File: src/rtl/alu_sequencer.sv
// ============================================================================
// Module   : alu_sequencer
// Brief    : Board-level sequencing controller for the N-bit lab ALU.
//            Collects operands and a command from switches/pushbuttons,
//            drives the ALU control inputs for a settle window, and captures
//            result and flags into hold registers for the display stage.
// Revision : 1.0 - initial release
// ============================================================================
`default_nettype none

module alu_sequencer #(
   parameter int N      = 4,
   parameter int SETTLE = 1    // EXEC cycles before capture, 1..15
) (
   input  logic         clk,
   input  logic         rst,
   input  logic [N-1:0] sw_data,
   input  logic [3:0]   sw_cmd,
   input  logic         btn_load_a,
   input  logic         btn_load_b,
   input  logic         btn_exec,
   input  logic         btn_clear,
   output logic [N-1:0] alu_a,
   output logic [N-1:0] alu_b,
   output logic [2:0]   alu_op,
   output logic         alu_op_sum,
   output logic         alu_op_subt,
   input  logic [N-1:0] alu_result,
   input  logic [N-1:0] alu_multi_hi,
   input  logic [3:0]   alu_flags,
   output logic [N-1:0] res_q,
   output logic [N-1:0] res_hi_q,
   output logic [3:0]   flags_q,
   output logic         res_valid,
   output logic         busy,
   output logic         err_cmd,
   output logic         err_div0,
   output logic [2:0]   state_o
);

   typedef enum logic [2:0] {
      S_IDLE   = 3'd0,
      S_HAVE_A = 3'd1,
      S_HAVE_B = 3'd2,
      S_EXEC   = 3'd3,
      S_DONE   = 3'd4,
      S_ERROR  = 3'd5
   } state_t;

   // Counter reloads with SETTLE-1 so capture lands on the SETTLE-th EXEC cycle.
   localparam logic [3:0] C_SETTLE_M1 = 4'(SETTLE - 1);
   localparam logic [3:0] C_CMD_MOD   = 4'd3;
   localparam logic [3:0] C_CMD_DIV   = 4'd4;
   localparam logic [3:0] C_CMD_MUL   = 4'd5;
   localparam logic [3:0] C_CMD_ADD   = 4'd8;
   localparam logic [3:0] C_CMD_SUB   = 4'd9;
   localparam logic [3:0] C_CMD_LAST  = 4'd9;

   state_t       r_state;
   state_t       w_next;

   logic [3:0]   r_btn_prev;   // {clear, exec, load_b, load_a}
   logic [N-1:0] r_a;
   logic [N-1:0] r_b;
   logic [3:0]   r_cmd;
   logic [N-1:0] r_res;
   logic [N-1:0] r_res_hi;
   logic [3:0]   r_flags;
   logic         r_valid;
   logic         r_err_cmd;
   logic         r_err_div0;
   logic [3:0]   r_cnt;

   logic         w_p_a;
   logic         w_p_b;
   logic         w_p_exec;
   logic         w_p_clr;
   logic         w_cmd_illegal;
   logic         w_div0;

   logic         w_ld_a;
   logic         w_ld_b;
   logic         w_ld_cmd;
   logic         w_start;
   logic         w_cnt_dec;
   logic         w_capture;
   logic         w_clr_valid;
   logic         w_set_err_cmd;
   logic         w_set_err_div0;

   // Rising-edge pulses with clear > load_a > load_b > exec priority: a
   // lower-priority pulse is dropped whenever a higher one fires.
   assign w_p_clr  = btn_clear  & ~r_btn_prev[3];
   assign w_p_a    = btn_load_a & ~r_btn_prev[0] & ~w_p_clr;
   assign w_p_b    = btn_load_b & ~r_btn_prev[1] & ~w_p_clr & ~w_p_a;
   assign w_p_exec = btn_exec   & ~r_btn_prev[2] & ~w_p_clr & ~w_p_a & ~w_p_b;

   // The command being accepted comes straight from the switches.
   assign w_cmd_illegal = (sw_cmd > C_CMD_LAST);
   assign w_div0        = ((sw_cmd == C_CMD_MOD) || (sw_cmd == C_CMD_DIV)) &&
                          (r_b == '0);

   // Button history; reset high so a button held through reset is not a press.
   always_ff @(posedge clk) begin
      if (rst) begin
         r_btn_prev <= 4'b1111;
      end else begin
         r_btn_prev <= {btn_clear, btn_exec, btn_load_b, btn_load_a};
      end
   end

   // State register.
   always_ff @(posedge clk) begin
      if (rst) begin
         r_state <= S_IDLE;
      end else begin
         r_state <= w_next;
      end
   end

   // Next-state and datapath strobes.
   always_comb begin
      w_next         = r_state;
      w_ld_a         = 1'b0;
      w_ld_b         = 1'b0;
      w_ld_cmd       = 1'b0;
      w_start        = 1'b0;
      w_cnt_dec      = 1'b0;
      w_capture      = 1'b0;
      w_clr_valid    = 1'b0;
      w_set_err_cmd  = 1'b0;
      w_set_err_div0 = 1'b0;
      if (w_p_clr) begin
         w_next = S_IDLE;
      end else begin
         case (r_state)
            S_IDLE: begin
               if (w_p_a) begin
                  w_ld_a = 1'b1;
                  w_next = S_HAVE_A;
               end
            end
            S_HAVE_A: begin
               if (w_p_a) begin
                  w_ld_a = 1'b1;
               end else if (w_p_b) begin
                  w_ld_b = 1'b1;
                  w_next = S_HAVE_B;
               end
            end
            S_HAVE_B: begin
               if (w_p_a) begin
                  w_ld_a = 1'b1;
               end else if (w_p_b) begin
                  w_ld_b = 1'b1;
               end else if (w_p_exec) begin
                  w_ld_cmd    = 1'b1;
                  w_clr_valid = 1'b1;
                  if (w_cmd_illegal) begin
                     w_set_err_cmd = 1'b1;
                     w_next        = S_ERROR;
                  end else if (w_div0) begin
                     w_set_err_div0 = 1'b1;
                     w_next         = S_ERROR;
                  end else begin
                     w_start = 1'b1;
                     w_next  = S_EXEC;
                  end
               end
            end
            S_EXEC: begin
               if (r_cnt == 4'd0) begin
                  w_capture = 1'b1;
                  w_next    = S_DONE;
               end else begin
                  w_cnt_dec = 1'b1;
               end
            end
            S_DONE: begin
               if (w_p_a) begin
                  w_ld_a      = 1'b1;
                  w_clr_valid = 1'b1;
                  w_next      = S_HAVE_A;
               end
            end
            S_ERROR: begin
               w_next = S_ERROR;
            end
            default: begin
               w_next = S_IDLE;
            end
         endcase
      end
   end

   // Operand, command, settle counter, capture and error registers.
   always_ff @(posedge clk) begin
      if (rst || w_p_clr) begin
         r_a        <= '0;
         r_b        <= '0;
         r_cmd      <= '0;
         r_res      <= '0;
         r_res_hi   <= '0;
         r_flags    <= '0;
         r_valid    <= 1'b0;
         r_err_cmd  <= 1'b0;
         r_err_div0 <= 1'b0;
         r_cnt      <= '0;
      end else begin
         if (w_ld_a) begin
            r_a <= sw_data;
         end
         if (w_ld_b) begin
            r_b <= sw_data;
         end
         if (w_ld_cmd) begin
            r_cmd <= sw_cmd;
         end
         if (w_start) begin
            r_cnt <= C_SETTLE_M1;
         end else if (w_cnt_dec) begin
            r_cnt <= r_cnt - 4'd1;
         end
         if (w_capture) begin
            r_res    <= alu_result;
            r_flags  <= alu_flags;
            r_res_hi <= (r_cmd == C_CMD_MUL) ? alu_multi_hi : '0;
            r_valid  <= 1'b1;
         end else if (w_clr_valid) begin
            r_valid <= 1'b0;
         end
         if (w_set_err_cmd) begin
            r_err_cmd <= 1'b1;
         end
         if (w_set_err_div0) begin
            r_err_div0 <= 1'b1;
         end
      end
   end

   // ALU drive: add/subtract enables only while executing.
   assign alu_a       = r_a;
   assign alu_b       = r_b;
   assign alu_op      = r_cmd[2:0];
   assign alu_op_sum  = (r_state == S_EXEC) && (r_cmd == C_CMD_ADD);
   assign alu_op_subt = (r_state == S_EXEC) && (r_cmd == C_CMD_SUB);

   assign res_q     = r_res;
   assign res_hi_q  = r_res_hi;
   assign flags_q   = r_flags;
   assign res_valid = r_valid;
   assign busy      = (r_state == S_EXEC);
   assign err_cmd   = r_err_cmd;
   assign err_div0  = r_err_div0;
   assign state_o   = r_state;

endmodule

`default_nettype wire

File: config.mk
export PLATFORM = sky130hd
export DESIGN_NAME = alu_sequencer
export DESIGN_NICKNAME = d
export VERILOG_FILES = /design/src/rtl/alu_sequencer.sv
export SDC_FILE = /design/constraint.sdc
export NUM_CORES = 1
export LEC_CHECK = 0
export CAP_MARGIN = 20
export CORE_MARGIN = 2
export CORE_UTILIZATION = 35
export CTS_BUF_LIST = sky130_fd_sc_hd__clkbuf_8
export DETAILED_ROUTE_END_ITERATION = 12
export PLACE_DENSITY_LB_ADDON = 0.25
export REMOVE_ABC_BUFFERS = 1
export SLEW_MARGIN = 20
export SYNTH_ARGS = -nofsm -noshare
export SYNTH_HDL_FRONTEND = slang
export SYNTH_SLANG_ARGS = --single-unit
export TNS_END_PERCENT = 30
File: constraint.sdc
create_clock -name clk -period 1.73 [get_ports clk]
set_clock_uncertainty 0.2 [all_clocks]
set_input_delay 0.346 -clock clk [delete_from_list [all_inputs] [get_ports clk]]
set_output_delay 0.346 -clock clk [all_outputs]
set_load 0.005 [all_outputs]
==> summary.md, run 1 <==
| Metric | Value |
|---|---|
| Leakage power | `1.25 nW` |
| Unrepaired setup endpoints after global routing | `yes` |
| Routed vias | `1,892` |
| Relative contribution of sequential cells to total power | `46.5%` |
| Largest net degree at the start of global routing | `16` |
| Critical path cell sequence | `nand3b_1 -> inv_2 -> nand2_2 -> nor4b_2 -> buf_2` |
| Total power density per cell area | `618 nW/um^2` |
| Avg Inst Size Synth | `8.93 sq um` |
| Async set-reset flop share out of synthesis | `0%` |
| Post-synthesis instance area | `1800 sq um` |
| Vias in the first global route | `1,756` |
| Crit-path max cell delay | `320 ps` |
| Crit path max fanout | `2` |
| Slew at the pin closest to its max-slew limit | `378 ps` |
| Final hold violation count | `0` |
| # DRC | `0` |
| Worst path required time | `1180 ps` |
| Die Wd | `75.6 um` |
| Number of warnings issued by yosys | `0` |
| Number of nets in the finished design | `331` |
| Antenna diodes | `0` |
| Max_cap viols | `0` |
| Depth of the CTS H-tree | `2` |
| Violations in the final reports | `setup timing` |
| Worst setup slack after placement | `-443 ps` |
| Number of antenna violations at the first check in global routing | `0` |
| Number of enable flip-flop cells after synthesis | `0` |
| Synth-to-layout area growth | `74.0%` |
| Clk sinks | `38` |
| Routed len/inst | `14.2 um` |
| CP Data Arrival Time | `1320 ps` |
| Y dimension of the die | `75.6 um` |
| Placed standard-cell area | `2640 sq um` |
| Net switching share of the total power | `24.0%` |
| Yosys top cell by area | `dfxtp_1` |
| Number of failing setup endpoints in the final timing report | `7` |
| Core region area | `5040 sq um` |
| Sequential element share of the synthesized area | `42.4%` |
| Worst slew margin | `74.6%` |
| Aggregate routed wire length | `5330 um` |
| Slew Limit Fails | `0` |
| Synthesized flop and latch total | `38` |
| Later-pin clock latency in the skew report | `290 ps` |
| Cell family with most CP delay | `simple AND/OR/NAND/NOR gates` |
| Number of buffers on the longest clock path | `2` |
| Count of hold-fix buffers inserted at cts | `0` |
| Smallest hold slack | `96.7 ps` |
| CTS tree | `yes` |
| Total net switching power | `0.463 mW` |
| I/O Pins | `58` |
| Post-Synthesis Cells | `201` |
| Global-route usage over all layers | `18.7%` |
| Clock power share | `36.9%` |
| Proportion of layout cells with a drive suffix above 1 | `38.7%` |
| Status | `finished, violations left` |
| Post-synth top area share | `42.4%` |
| Half-perimeter wire length of the detailed placement result | `3610 um` |
| Routability Congestion | `0.810` |
| First-pass GRT wire length | `8140 um` |
| Drt first-iter violations | `122` |
| Period utilisation layout | `108%` |
| Min-Delay Path Class | `in -> reg` |
| Cell type of the slowest stage on the worst timing path | `dfxtp_2` |
| Kind of end point of the critical path | `primary output` |
| Internal power summed over all cells | `1.47 mW` |
| I/O Buffers | `57` |
| Clock period minus worst slack | `1860 ps` |
| Post-DR vias/cell | `5.05` |
| Setup crit start kind | `flop` |
| Number of distinct library cell variants in the gate-level netlist after synthesis | `48` |
| Remaining number of nets flagged by the antenna check after routing | `0` |
| Peak supply drop | `0.000314 V` |
| Clock Tree Root | `clkbuf_8` |
| Total congestion overflow after global routing | `0` |
| Total Negative Setup Slacks | `-411 ps` |
| Top achievable clock speed | `537 MHz` |
| Total clock buffers created by CTS | `5` |
| Most instantiated flip-flop cell in the synthesis netlist | `dfxtp_1` |
| Clock transition at the registers of the reported paths | `70 ps` |
| Synth top area cells | `dfxtp_1, a21oi_1, nand3_1` |
| Total die area | `5720 sq um` |
| Share of power burned in combinational logic | `16.5%` |
| Number of optimization iterations in the first detailed-route pass | `4` |
| Setup Crit Path Kind | `reg -> out` |
| Cell area after layout | `3120 sq um` |
| Site Rows | `26` |
| Setup slack of the critical path after layout | `-133 ps` |
| Worst path bufs/invs | `2` |
| Initial core utilization | `35.6%` |
## metal layers
layer / share of wire [%] / global-route usage, % / vias up
met1: 44 / 24.4 / 909
li1: - / - / 937
met4: 1.5 / 7.60 / 0
met5: 0 / 0 / -
met3: 3.6 / 3.57 / 8
met2: 51 / 30.4 / 38
## kinds of logic (layout without fill, tap and decap cells)
family,count (synthesis),after routing,share of synthesized area (%)
AO/OA/AOI/OAI,45,45,17.2
multiplexers,5,5,2.79
AND/OR/NAND/NOR,86,86,27.9
buffers and inverters,20,124,5.99
flip-flops,38,38,42.4
adder cells (fa/ha/maj),2,2,1.25
XOR/XNOR,5,5,2.44
## state kept, by name (all words and copies together) (netlist names)
name        cells
r_btn_prev      4
err_cmd         1
res_q           4
res_valid       1
alu_a           4
res_hi_q        4
flags_q         4
alu_b           4
err_div0        1
r_cmd           4
r_cnt           4
state_o         3
## power groups by stage
stage               Sequential (mW)  Clock (mW)  Combinational (mW)
floorplan                     0.924           0               0.108
global placement              0.915           0               0.265
detailed placement            0.915           0               0.264
CTS                           0.897       0.730               0.295
global route                  0.899       0.764               0.344
finish                        0.897       0.713               0.319
## cell type report
type	count	area [sq um]
repair buffers	109	1050
flip-flops and latches	38	777
inverters	7	26.3
clock buffers	8	110
fillers	435	1920
well taps	70	87.6
multi-input cells	143	1070
## what timing repair did
action / CTS / global route
pin swaps: 11 / 18
gates resized for setup: 56 / 46
endpoints found under the setup margin: 32 / 44
buffers inserted: 10 / 5
gates cloned: 0 / 2
## cell usage in the layout (no fill, tap or decap), types with 2 or more instances in the layout
cell             count
nor4_1               2
mux2i_1              5
nor4_2               6
nand4_1              5
dfxtp_2             13
clkbuf_8             8
nor2_2               3
nand3_1             17
buf_6               15
o21ai_1              4
nand2_2              4
a41oi_4              2
a21oi_1             22
nand2b_1             5
buf_4               34
inv_2                3
buf_8                2
buf_2                2
dlymetal6s2s_1       6
o21ai_0              5
inv_1                4
clkdlybuf4s50_1     40
nor2b_1              2
xnor2_1              4
dlygate4sd2_1        8
or2_2                4
dfxtp_1             25
a21oi_2              2
or3b_4               2
nor2_1              10
a211oi_2             2
nand2_1              9
## through the flow
| stage | total power, mW | util, % | instances |
|---|---|---|---|
| final | 1.93 | 62.0 | 375 |
| after global routing | 2.01 | 62.0 | 375 |
| after global placement | 1.18 | 52.3 | 350 |
| after detailed placement | 1.18 | 52.3 | 350 |
| after floorplan | 1.03 | - | 188 |
| after CTS | 1.92 | 57.7 | 368 |
## Yosys cell counts (3+ instances only)
| cell | instances |
|---|---|
| o21ai_0 | 9 |
| buf_4 | 3 |
| nand2b_1 | 5 |
| mux2i_1 | 5 |
| nand4_1 | 5 |
| a21oi_1 | 24 |
| nand2_1 | 14 |
| xnor2_1 | 4 |
| or2_2 | 4 |
| nor4_1 | 7 |
| inv_1 | 7 |
| nor2b_1 | 4 |
| dfxtp_1 | 38 |
| buf_2 | 5 |
| nor2_1 | 13 |
| nand3_1 | 17 |
## path summary, 6_finish.rpt
path | start | slack [ps] | cells after the start | endpoint
setup reg to reg | state_o[2] | -20 | 5 | state_o[2]
hold reg to reg | res_hi_q[3] | 260 | 2 | res_hi_q[3]
setup / recovery | state_o[2] | -130 | 5 | alu_op_subt
hold / removal | btn_clear | 100 | 2 | r_btn_prev[3]
Note: power is estimated with default switching activity, not from simulation.
==> run 2: changes to the inputs <==
GPL_ROUTABILITY_DRIVEN = 0   (was not set)
==> results of run 2 <==
No change in the layout: final DEF, timing and power equal those of run 1.
==> run 3: changes to the inputs <==
CORE_MARGIN = not set   (was 2)
==> run 3 against run 2 <==
Compared with the run above: the run still ends with setup timing left; critical path depth unchanged; global-route usage increased by 0.51 points; wire length decreased by 4.7%; sequential cell count unchanged; via count decreased by 1.6%; first-iteration DRC count decreased by 25%; sequential share of layout area increased by 0.57 points; die area decreased by 5.2%; count of clock-buffer cells in the layout decreased by 2; critical endpoint unchanged; largest cell class unchanged.
==> summary.md, run 3 (synthesized netlist as in run 1, its figures left out) <==
| Metric | Value |
|---|---|
| Clock Tree Root | `clkbuf_8` |
| Number of buffers on the longest clock path | `2` |
| Min-Delay Path Class | `in -> reg` |
| Slew Limit Fails | `0` |
| Number of antenna violations at the first check in global routing | `0` |
| Max_cap viols | `0` |
| Violations in the final reports | `setup timing` |
| Later-pin clock latency in the skew report | `290 ps` |
| Kind of end point of the critical path | `primary output` |
| Initial core utilization | `37.3%` |
| First-pass GRT wire length | `7920 um` |
| Proportion of layout cells with a drive suffix above 1 | `35.8%` |
| Clk sinks | `38` |
| # DRC | `0` |
| Die Wd | `73.6 um` |
| Number of failing setup endpoints in the final timing report | `6` |
| Most used cells in the layout excluding fill and tap cells | `buf_4, clkdlybuf4s50_1, dfxtp_1` |
| Leakage power | `1.24 nW` |
| Setup slack of the critical path after layout | `-84.5 ps` |
| Final standard cell count with taps included and fillers excluded | `374` |
| CP Data Arrival Time | `1270 ps` |
| Remaining number of nets flagged by the antenna check after routing | `0` |
| Peak supply drop | `0.000545 V` |
| Most common cell after layout, fill and taps aside | `buf_4` |
| Depth of the CTS H-tree | `2` |
| I/O Buffers | `57` |
| Count of hold-fix buffers inserted at cts | `0` |
| Setup Crit Path Kind | `reg -> out` |
| Worst setup slack after placement | `-459 ps` |
| CTS tree | `yes` |
| Setup crit start kind | `flop` |
| Half-perimeter wire length of the detailed placement result | `3550 um` |
| Aggregate routed wire length | `5070 um` |
| Period utilisation layout | `105%` |
| Largest net degree at the start of global routing | `21` |
| Worst slew margin | `72.3%` |
| Crit path max fanout | `2` |
| Routed vias | `1,861` |
| Clock transition at the registers of the reported paths | `80 ps` |
| Drt first-iter violations | `91` |
| Post-DR vias/cell | `4.98` |
| Top achievable clock speed | `551 MHz` |
| Vias in the first global route | `1,711` |
| Post-Place Cells | `353` |
| Number of optimization iterations in the first detailed-route pass | `4` |
| I/O Pins | `58` |
| Synth-to-layout area growth | `70.1%` |
| Number of nets in the finished design | `334` |
| Total clock buffers created by CTS | `5` |
| Clock period minus worst slack | `1810 ps` |
| Total congestion overflow after global routing | `0` |
| Antenna diodes | `0` |
| Status | `finished, violations left` |
| Y dimension of the die | `73.6 um` |
| Total power density per cell area | `653 nW/um^2` |
| Global-route usage over all layers | `19.2%` |
| Worst path required time | `1180 ps` |
| Routed len/inst | `13.6 um` |
| Unrepaired setup endpoints after global routing | `yes` |
| Slew at the pin closest to its max-slew limit | `414 ps` |
| Site Rows | `25` |
| Core region area | `4820 sq um` |
| Total die area | `5420 sq um` |
| Final hold violation count | `0` |
## run 3: changes by cell type in the layout (fill, tap and decap cells not counted), moves of 3 or more
cell / delta
dfxtp_2: -3
dlymetal6s2s_1: -3
nand2b_1: -3
clkdlybuf4s50_1: -3
dlygate4sd2_1: +6
buf_6: -3
nand2_2: -3
buf_4: +7
nand2_1: +3
## run 3: metal layers
metal  global-route usage (%)  share of wire (%)  vias up
met4                     6.41                1.4        0
li1                         -                  -      932
met5                        0                  0        -
met1                     25.3                 46      886
met2                     30.8                 49       35
met3                     4.53                3.4        8
## run 3: layout make-up
cell class                 instances  area (sq um)
fill                             423          1760
multi-input combinational        143          1040
timing repair buffer             112          1020
sequential                        38           777
tap                               67          83.8
clock buffer                       6          82.6
clock inverter                     1          30.0
inverter                           7          26.3
## run 3: worst max-delay path: stages (launching register included)
cell	delay (ps)
dfxtp_2	310
nand3b_1	180
inv_2	90
nand2_2	70
nor4b_2	190
buf_2	150
## run 3: power by group
group	switching, mW	total (mW)	internal [mW]
Sequential	0.00880	0.897	0.888
Combinational	0.145	0.325	0.181
Clock	0.312	0.773	0.461
Total	0.465	2.00	1.53
## run 3: path summary, 6_finish.rpt
check / from / to / slack (ps) / cells after the start
worst min register to register: res_hi_q[2] / res_hi_q[2] / 250 / 2
worst max register to register: state_o[0] / state_o[2] / -50 / 6
worst max-delay path: state_o[2] / alu_op_subt / -80 / 5
worst min-delay path: btn_exec / r_btn_prev[2] / 180 / 2
## run 3: timing repair
action                                  4_1_cts  5_1_grt
hold endpoints to repair                      0        0
cloned                                        0        0
endpoints found under the setup margin       45       33
gates resized for setup                      58       27
buffers inserted                              9        5
pin swaps                                    13        5
## run 3: per-stage QoR
stage	setup TNS (ps)	util [%]	hold slack, ps	power, mW	cell area (sq um)
2_1_floorplan	-2490	-	248	1.03	1710
3_3_place_gp	-9100	55.6	238	1.19	2680
3_5_place_dp	-9910	55.6	243	1.19	2680
4_1_cts	-407	60.8	188	1.98	2930
5_1_grt	-865	63.4	201	2.07	3050
6_report	-212	63.4	183	2.00	3050
